$ cat src/rtl/title_sequencer_pkg.sv
// Shared types and defaults for the title/game-over banner sequencer.
package title_sequencer_pkg;
   localparam int CORDW = 10;
   localparam int XW    = 10;
   localparam int CNTW  = 8;

   localparam logic [XW-1:0] START_X_DEF  = 10'd640;
   localparam logic [XW-1:0] TARGET_X_DEF = 10'd200;

   typedef enum logic [2:0] {
      ST_IDLE     = 3'd0,
      ST_SLIDE_IN = 3'd1,
      ST_HOLD     = 3'd2,
      ST_BLINK    = 3'd3,
      ST_RUN      = 3'd4
   } state_e;
endpackage

$ cat src/rtl/title_sequencer_if.sv
// Bundle between the sequencer, the VGA timing/button inputs and the sprite/game consumers.
interface title_sequencer_if;
   import title_sequencer_pkg::*;
   logic [CORDW-1:0] pixel;
   logic [CORDW-1:0] line;
   logic             start_btn;
   logic             game_over;
   logic [XW-1:0]    title_x;
   logic             title_en;
   logic             game_run;
   logic             busy;

   modport master (output pixel, line, start_btn, game_over,
                   input  title_x, title_en, game_run, busy);
   modport slave  (input  pixel, line, start_btn, game_over,
                   output title_x, title_en, game_run, busy);
endinterface

$ cat src/rtl/title_sequencer_btn_sync_edge.sv
// Two-flop synchronizer plus registered rising-edge pulse; reusable for any raw button.
module btn_sync_edge (
   input  logic clk,
   input  logic rst,
   input  logic btn_i,
   output logic pulse_o
);
   // sync_q[0..1] is the synchronizer, sync_q[2] the previous synced level
   logic [2:0] sync_q, sync_d;
   logic       pulse_q, pulse_d;

   always_comb begin
      sync_d  = {sync_q[1:0], btn_i};
      pulse_d = sync_q[1] & ~sync_q[2];
   end

   always_ff @(posedge clk or posedge rst) begin
      if (rst) begin
         sync_q  <= '0;
         pulse_q <= 1'b0;
      end else begin
         sync_q  <= sync_d;
         pulse_q <= pulse_d;
      end
   end

   assign pulse_o = pulse_q;
endmodule

$ cat src/rtl/title_sequencer.sv
// Frame-synchronous banner sequencer: slide-in, hold, blink, then gate gameplay until game over.
module title_sequencer
   import title_sequencer_pkg::*;
#(
   parameter logic [XW-1:0] START_X      = START_X_DEF,
   parameter logic [XW-1:0] TARGET_X     = TARGET_X_DEF,
   parameter int            STEP         = 4,
   parameter int            HOLD_FRAMES  = 60,
   parameter int            BLINK_FRAMES = 30
) (
   input logic              clk,
   input logic              rst,
   title_sequencer_if.slave bus
);
   localparam logic [CNTW-1:0] HOLD_LAST  = CNTW'(HOLD_FRAMES - 1);
   localparam logic [CNTW-1:0] BLINK_LAST = CNTW'(BLINK_FRAMES - 1);

   state_e          state_q, state_d;
   logic [XW-1:0]   x_q, x_d;
   logic [CNTW-1:0] cnt_q, cnt_d;
   logic            en_q, en_d, run_q, run_d, busy_q, busy_d;
   logic            org_q, org_d;
   logic            frame_tick, start_pulse;
   logic [XW:0]     x_next;
   logic            clamp;

   btn_sync_edge u_start (
      .clk     (clk),
      .rst     (rst),
      .btn_i   (bus.start_btn),
      .pulse_o (start_pulse)
   );

   // Single pulse per frame even if the origin coordinate is held for several clocks
   assign org_d      = (bus.pixel == '0) && (bus.line == '0);
   assign frame_tick = org_d & ~org_q;

   assign x_next = {1'b0, x_q} - (XW+1)'(STEP);
   assign clamp  = x_next[XW] | (x_next <= {1'b0, TARGET_X});

   always_comb begin
      state_d = state_q;
      x_d     = x_q;
      cnt_d   = cnt_q;
      en_d    = en_q;
      run_d   = run_q;
      busy_d  = busy_q;
      case (state_q)
         ST_IDLE: if (frame_tick) begin
            state_d = ST_SLIDE_IN;
            x_d     = START_X;
            en_d    = 1'b1;
            busy_d  = 1'b1;
         end
         ST_SLIDE_IN: if (frame_tick) begin
            if (clamp) begin
               x_d     = TARGET_X;
               cnt_d   = '0;
               busy_d  = 1'b0;
               state_d = ST_HOLD;
            end else begin
               x_d = x_next[XW-1:0];
            end
         end
         ST_HOLD, ST_BLINK: begin
            // A start press beats a coincident frame tick; the count is dropped
            if (start_pulse) begin
               state_d = ST_RUN;
               en_d    = 1'b0;
               run_d   = 1'b1;
            end else if (frame_tick) begin
               if (state_q == ST_HOLD) begin
                  if (cnt_q == HOLD_LAST) begin
                     cnt_d   = '0;
                     state_d = ST_BLINK;
                  end else begin
                     cnt_d = cnt_q + 1'b1;
                  end
               end else if (cnt_q == BLINK_LAST) begin
                  cnt_d = '0;
                  en_d  = ~en_q;
               end else begin
                  cnt_d = cnt_q + 1'b1;
               end
            end
         end
         ST_RUN: if (bus.game_over) begin
            state_d = ST_SLIDE_IN;
            x_d     = START_X;
            run_d   = 1'b0;
            en_d    = 1'b1;
            busy_d  = 1'b1;
         end
         default: state_d = ST_IDLE;
      endcase
   end

   always_ff @(posedge clk or posedge rst) begin
      if (rst) begin
         state_q <= ST_IDLE;
         x_q     <= START_X;
         cnt_q   <= '0;
         en_q    <= 1'b0;
         run_q   <= 1'b0;
         busy_q  <= 1'b0;
         org_q   <= 1'b0;
      end else begin
         state_q <= state_d;
         x_q     <= x_d;
         cnt_q   <= cnt_d;
         en_q    <= en_d;
         run_q   <= run_d;
         busy_q  <= busy_d;
         org_q   <= org_d;
      end
   end

   assign bus.title_x  = x_q;
   assign bus.title_en = en_q;
   assign bus.game_run = run_q;
   assign bus.busy     = busy_q;
endmodule

$ cat src/flat_wrapper.sv
// flat-port wrapper written by rule: the top's interface ports become plain ports
module title_sequencer_flat import title_sequencer_pkg::*;
#(
   parameter logic [XW-1:0] START_X      = START_X_DEF,
   parameter logic [XW-1:0] TARGET_X     = TARGET_X_DEF,
   parameter int            STEP         = 4,
   parameter int            HOLD_FRAMES  = 60,
   parameter int            BLINK_FRAMES = 30
)
  (clk, rst, bus_pixel, bus_line, bus_start_btn, bus_game_over, bus_title_x, bus_title_en, bus_game_run, bus_busy);
  title_sequencer_if bus_i ();
  input logic clk;
  input logic rst;
  input wire logic [$bits(bus_i.pixel)-1:0] bus_pixel;
  input wire logic [$bits(bus_i.line)-1:0] bus_line;
  input wire logic [$bits(bus_i.start_btn)-1:0] bus_start_btn;
  input wire logic [$bits(bus_i.game_over)-1:0] bus_game_over;
  output wire logic [$bits(bus_i.title_x)-1:0] bus_title_x;
  output wire logic [$bits(bus_i.title_en)-1:0] bus_title_en;
  output wire logic [$bits(bus_i.game_run)-1:0] bus_game_run;
  output wire logic [$bits(bus_i.busy)-1:0] bus_busy;
  assign bus_i.pixel = bus_pixel;
  assign bus_i.line = bus_line;
  assign bus_i.start_btn = bus_start_btn;
  assign bus_i.game_over = bus_game_over;
  assign bus_title_x = bus_i.title_x;
  assign bus_title_en = bus_i.title_en;
  assign bus_game_run = bus_i.game_run;
  assign bus_busy = bus_i.busy;
  title_sequencer #(.START_X(START_X), .TARGET_X(TARGET_X), .STEP(STEP), .HOLD_FRAMES(HOLD_FRAMES), .BLINK_FRAMES(BLINK_FRAMES)) u_core (.clk(clk), .rst(rst), .bus(bus_i));
endmodule
$ cat config.mk
export PLATFORM = sky130hd
export DESIGN_NAME = title_sequencer_flat
export DESIGN_NICKNAME = d
export VERILOG_FILES = /design/src/rtl/title_sequencer_pkg.sv /design/src/rtl/title_sequencer_if.sv /design/src/rtl/title_sequencer_btn_sync_edge.sv /design/src/rtl/title_sequencer.sv /design/src/flat_wrapper.sv
export SDC_FILE = /design/constraint.sdc
export NUM_CORES = 1
export LEC_CHECK = 0
export ABC_AREA = 1
export BUFFER_PORTS_ARGS = -buffer_cell sky130_fd_sc_hd__buf_2
export CAP_MARGIN = 40
export CORE_MARGIN = 4
export CORE_UTILIZATION = 45
export CTS_BUF_LIST = sky130_fd_sc_hd__clkbuf_4
export DETAILED_ROUTE_END_ITERATION = 16
export GPL_TIMING_DRIVEN = 0
export HOLD_SLACK_MARGIN = 0.12
export PLACE_DENSITY = 0.68
export SLEW_MARGIN = 20
export SYNTH_ARGS = -nofsm -noshare
export SYNTH_HDL_FRONTEND = slang
export SYNTH_SLANG_ARGS = --single-unit
$ cat constraint.sdc
create_clock -name clk -period 3.1 [get_ports clk]
set_input_delay 0 -clock clk [delete_from_list [all_inputs] [get_ports clk]]
set_output_delay 0 -clock clk [all_outputs]
set_load 0.01 [all_outputs]
# == Word level (Yosys, flattened, before mapping) ==
# Cells that the tools add are included.
# totals
register_bits,29
in_bits,24
out_inout_bits,13
# op_classes
add_sub_neg,2
magnitude_cmp,1
eq_ne,18
mux,35
bitwise,6
reduce_logical,15
# ops
op,n
2-to-1 mux 8 bit,7
2-to-1 mux 10 bit,4
one-hot mux 10 bit (3 select lines),1
2-to-1 mux 3 bit,8
logical NOT 10 bit,2
one-hot mux 8 bit (2 select lines),1
"inequality test 3 x 2 -> 1 bit, second input constant",4
one-hot mux 3 bit (4 select lines),1
"<= comparator 11 x 8 -> 1 bit, second input constant",1
"subtractor 10 x 3 -> 11 bit, second input constant",1
2-to-1 mux 1 bit,10
AND reduction 5 bit,2
"adder 8 x 1 -> 8 bit, second input constant",1
"== test 8 x 5 -> 1 bit, second input constant",1
"== test 8 x 6 -> 1 bit, second input constant",1
"inequality test 2 x 1 -> 1 bit, second input constant",4
AND reduction 7 bit,1
"== test 3 x 2 -> 1 bit, second input constant",2
"inequality test 2 bit, second input constant",3
one-hot mux 1 bit (3 select lines),2
AND reduction 6 bit,1
nonzero test 3 bit,2
AND reduction 4 bit,1
nonzero test 2 bit,2
other kinds (11),14

# == Longest topological paths before layout ==
# logic_depth
ltp_word,6
mapped_depth,14
depth_no_buf,14

# == Modules after synthesis ==
# Synthesis repeated with hierarchy kept, for this count alone.
# unflattened
hier_cells,254
hier_area_um2,1829.3
# modules_own_cells
mod,instances,cells_per_inst,area_per_inst_um2,seq_area_each_um2
title_sequencer,1,247,1715.4,578.1
btn_sync_edge,1,7,113.9,100.1

# == Worst setup path before layout ==
# No wires, ideal clock.
# synth_path
path_kind,register -> register
start,"reg u_core.x_q[2], in the netlist u_core.bus.title_x[2]"
end,reg u_core.cnt_q[4]
t_arrival_ns,1.676
required_time_ns,2.983
path_slack_ns,1.306
path_stages_with_launch,14
path_buffers,0
period_less_slack_ns,1.794
cell_sequence,dfrtp_1 -> inv_1 -> ha_1 -> nand2_2 -> nor2_2 -> nand2_1 -> nand2_1 -> nand3_2 -> nand2_2 -> nand3_4 -> nand2_2 -> nand2_2 -> o21ai_1 -> inv_1
# synth_between
elab_chain_cells,5
# synth_lines
element,line,rtl
from (decl),title_sequencer.sv:19,"logic [XW-1:0] x_q, x_d;"
from (signal assigned),title_sequencer.sv:101,x_q <= START_X;
from (signal assigned),title_sequencer.sv:109,x_q <= x_d;
subtractor 10 x 3 -> 11 bit *,title_sequencer.sv:38,"assign x_next = {1'b0, x_q} - (XW+1)'(STEP);"
<= comparator 11 x 8 -> 1 bit,title_sequencer.sv:39,"assign clamp = x_next[XW] | (x_next <= {1'b0, TARGET_X});"
OR 1 bit *,title_sequencer.sv:39,
inequality test 2 x 1 -> 1 bit (no source line) *,-,
AND reduction 5 bit (no source line) *,-,
to (signal assigned),title_sequencer.sv:110,cnt_q <= cnt_d;
to (decl),title_sequencer.sv:20,"logic [CNTW-1:0] cnt_q, cnt_d;"
# Mark *: on every way between the ends. The rest lies on a longest branch, timed or not.
# A chain may end at the register's enable or synchronous reset.

# == Worst setup path in the final report ==
# layout_path
start,in bus_pixel[4]
end,reg u_core.cnt_q[4]
# layout_between
elab_chain_cells,5
# layout_lines
element,line,rtl
from (decl),flat_wrapper.sv:14,input wire logic [$bits(bus_i.pixel)-1:0] bus_pixel;
logical NOT 10 bit *,title_sequencer.sv:35,assign org_d = (bus.pixel == '0) && (bus.line == '0);
logical AND 1 bit *,title_sequencer.sv:35,
net u_core.org_d,title_sequencer.sv:22,"logic org_q, org_d;"
bitwise AND 1 bit *,title_sequencer.sv:36,assign frame_tick = org_d & ~org_q;
inequality test 2 x 1 -> 1 bit (no source line),-,
AND reduction 5 bit (no source line) *,-,
# Mark *: on every way through the listed nets, which the timed path passes. The rest lies on a longest branch.

==> impl_metrics.ini <==
[logic_synthesis]
synth_top_cell_by_area = dfrtp_1
synth_top_area_share = 0.360
syn_avg_cell_area_um2 = 7.30
synth.distinct_cells = 30
syn_area_um2 = 1740
synth-seq-area-share = 0.390
syn_inst = 238
ys_seq_elements = 27
synthTopCellsByArea = dfrtp_1 36%, nand2_1 12%, nor2_1 8.0%
yosysWarningCount = 0

[finish]
final_cell_mix = 54 x nand2_1, 37 x nor2_1, 34 x buf_2
drive_gt1_frac = 0.256
multiInputGateArea_um2 = 893
seqCellArea_um2 = 678
final_nets = 314
nFillCells = 375
antennaDiodeCount = 0
area_growth_pct = 20.8
final_common_cell = nand2_1
fin_area_um2 = 2100

[drt]
vias_per_cell = 4.75
wire_per_inst_um = 10.7
drtPass1Iterations = 4
wirelength_um = 3560
dr.first_iter.drc_count = 62
drc = 0
ant_nets = 0
vias = 1582

[critical_path]
crit_buf_inv = 5
r2r_cells = 13
crit_top_cell = dlygate4sd3_1
endpoint_kind = flip-flop
r2r-end = u_core.cnt_q[4]
worstPathRequired_ns = 3.34
cp_top_family = buffers and inverters
crit_chain = dlygate4sd3_1, buf_2, nor2_1, dlygate4sd3_1, nand4_1, dlygate4sd3_1, nor2_4, nand2_1, nor3_1, nand2_2, o21ai_1, inv_1
start_kind = input port
r2r_slack_ns = 1.12
max_stage_delay_ns = 0.61
path_depth = 12
worst-setup-path-type = input port to flip-flop
cp-startpoint = bus_pixel[4]
arrival_ns = 2.79
worstReg2RegStart = u_core.bus.title_x[2]
crit_path_top_delay_cell = dlygate4sd3_1
crit_end = u_core.cnt_q[4]
cp_max_fo = 6

[clock_tree]
cts_root_buf = clkbuf_4
cts.sinks = 27
clkSlewWorstSetupHoldPaths_ns = 0.14
numCtsBuffers = 3
cts_setup_buffers = 0
cts_tree = done
clk_latency_ns = 0.33
clk_path_buf_depth = 2
htree_levels = 1
post_cts_resized = 0

[power_and_ir_drop]
swShare = 0.455
powerDensity_nw_per_um2 = 623
power_frac_seq = 0.359
comb_power_share = 0.518
p_int_mw = 0.713
clkPwrFrac = 0.124
ir_drop_uv = 375
p_sw_mw = 0.594
power.leakage_nw = 1.10

[min_path]
hold_class = input port to async pin

[placed_design]
placed_area_um2 = 2000
gp_congestion = 0.792
place_hpwl_um = 2810
port_buffers = 34

[floorplanning]
rows = 22
initial_utilization = 0.471
die-area_um2 = 4920
die_y_um = 70.1
die_w_um = 70.1
core_area_um2 = 3690
ios = 37

[timing]
hold_viol = 0
finalCritPeriodShare = 0.824
max_freq_ghz = 0.392
final-setup-viol-count = 0
tightestPinTransition_ns = 0.504
rsz0062_at_grt = false
fin_skew_ns = 0.00629
maxSlewViolCount = 0
fin_setup_tns_ns = 0
period_minus_slack_ns = 2.55
relSlewSlack = 0.664

[grt]
gr-usage-met1 = 0.201
grt_pass1_vias = 1478
grt_use_met3 = 0.0230
overflow = 0
grtUsageMet2 = 0.271
grt_use_total = 0.156
grt_start_max_net_pins = 18
antenna_found_initial = 0
grt_pass1_wl_um = 6310
grt_busiest_layer = met2

[run_status]
status = complete, no violations

[job]
drv_cap = 0
[per-layer routing]
metal,vias up,part of all wire
li1,841,-
met1,710,0.46
met2,26,0.49
met3,5,0.036
met4,0,0.013
met5,-,0
[through the flow]
| stage | hold WS, ns | power (mW) | util | instances | setup slack [ns] |
|---|---|---|---|---|---|
| 6_report | 0.215 | 1.31 | 0.569 | 333 | 0.546 |
| 2_1_floorplan | 0.0314 | 0.988 | - | 239 | 1.31 |
| 3_3_place_gp | 0.110 | 1.14 | 0.534 | 321 | 1.16 |
| 3_5_place_dp | 0.0467 | 1.15 | 0.542 | 322 | 1.12 |
| 5_1_grt | 0.266 | 1.43 | 0.569 | 333 | 0.358 |
| 4_1_cts | 0.232 | 1.32 | 0.569 | 333 | 0.611 |
[layout make-up]
class | count | share of cell area
multi-input cells | 171 | 0.426
flip-flops and latches | 27 | 0.323
repair buffers | 42 | 0.128
inverters | 38 | 0.0680
well taps | 48 | 0.0286
clock buffers | 4 | 0.0143
plain buffers | 3 | 0.0125
[state kept, by name (all words and copies together) (netlist names), 3 cells and up]
| register | cells |
|---|---|
| u_core.cnt_q | 8 |
| u_core.bus.title_x | 8 |
| u_core.u_start.sync_q | 3 |
| u_core.state_q | 3 |
[cells by family after synthesis]
family          after synthesis  synth area share
compound gates               25            0.0785
simple gates                136             0.383
flops                        27             0.390
fa+ha+maj                     4            0.0288
xor+xnor                      4            0.0202
other cells                   1           0.00216
buf+inv                      41            0.0973
[power by group through the flow]
stage | registers [mW] | clock network, mW | logic [mW]
floorplan | 0.487 | 0 | 0.501
global placement | 0.475 | 0 | 0.661
detailed placement | 0.477 | 0 | 0.676
CTS | 0.470 | 0.166 | 0.683
global route | 0.482 | 0.183 | 0.763
finish | 0.469 | 0.162 | 0.677
[how the worst min path moves through the flow]
stage,from,endpoint,cells past startpoint
detailed placement,rst,u_core.bus.title_x[8],2
global route,rst,u_core.bus.title_x[8],3
CTS,rst,u_core.cnt_q[7],3
global placement,bus_start_btn,u_core.u_start.sync_q[0],1
finish,rst,u_core.bus.title_x[8],3
floorplan,bus_start_btn,u_core.u_start.sync_q[0],0
[tightest hold or removal path, delay by kind of cell]
family,cells,cell delay (ns)
buffers and inverters,3,1.02
[timing repair]
action                                 in CTS  in global routing
hold buffers                                7                  0
endpoints found under the hold margin      30                  0
setup endpoints to repair                   0                  0
[synthesized netlist by cell type]
master and number:
a21oi_1 3, and2_1 1, and3_1 1, buf_4 2
buf_6 1, conb_1 1, dfrtp_1 25, dfstp_2 2
ha_1 4, inv_1 33, inv_2 5, nand2_1 54
nand2_2 6, nand2_4 2, nand3_1 14, nand3_2 3
nand3_4 2, nand4_1 3, nor2_1 37, nor2_2 5
nor2_4 2, nor3_1 4, nor3_4 1, o21ai_0 6
o21ai_1 11, o21ai_2 2, o22ai_1 3, or2_2 1
xnor2_1 2, xor2_1 2
Power figures use the tool's default switching activity.
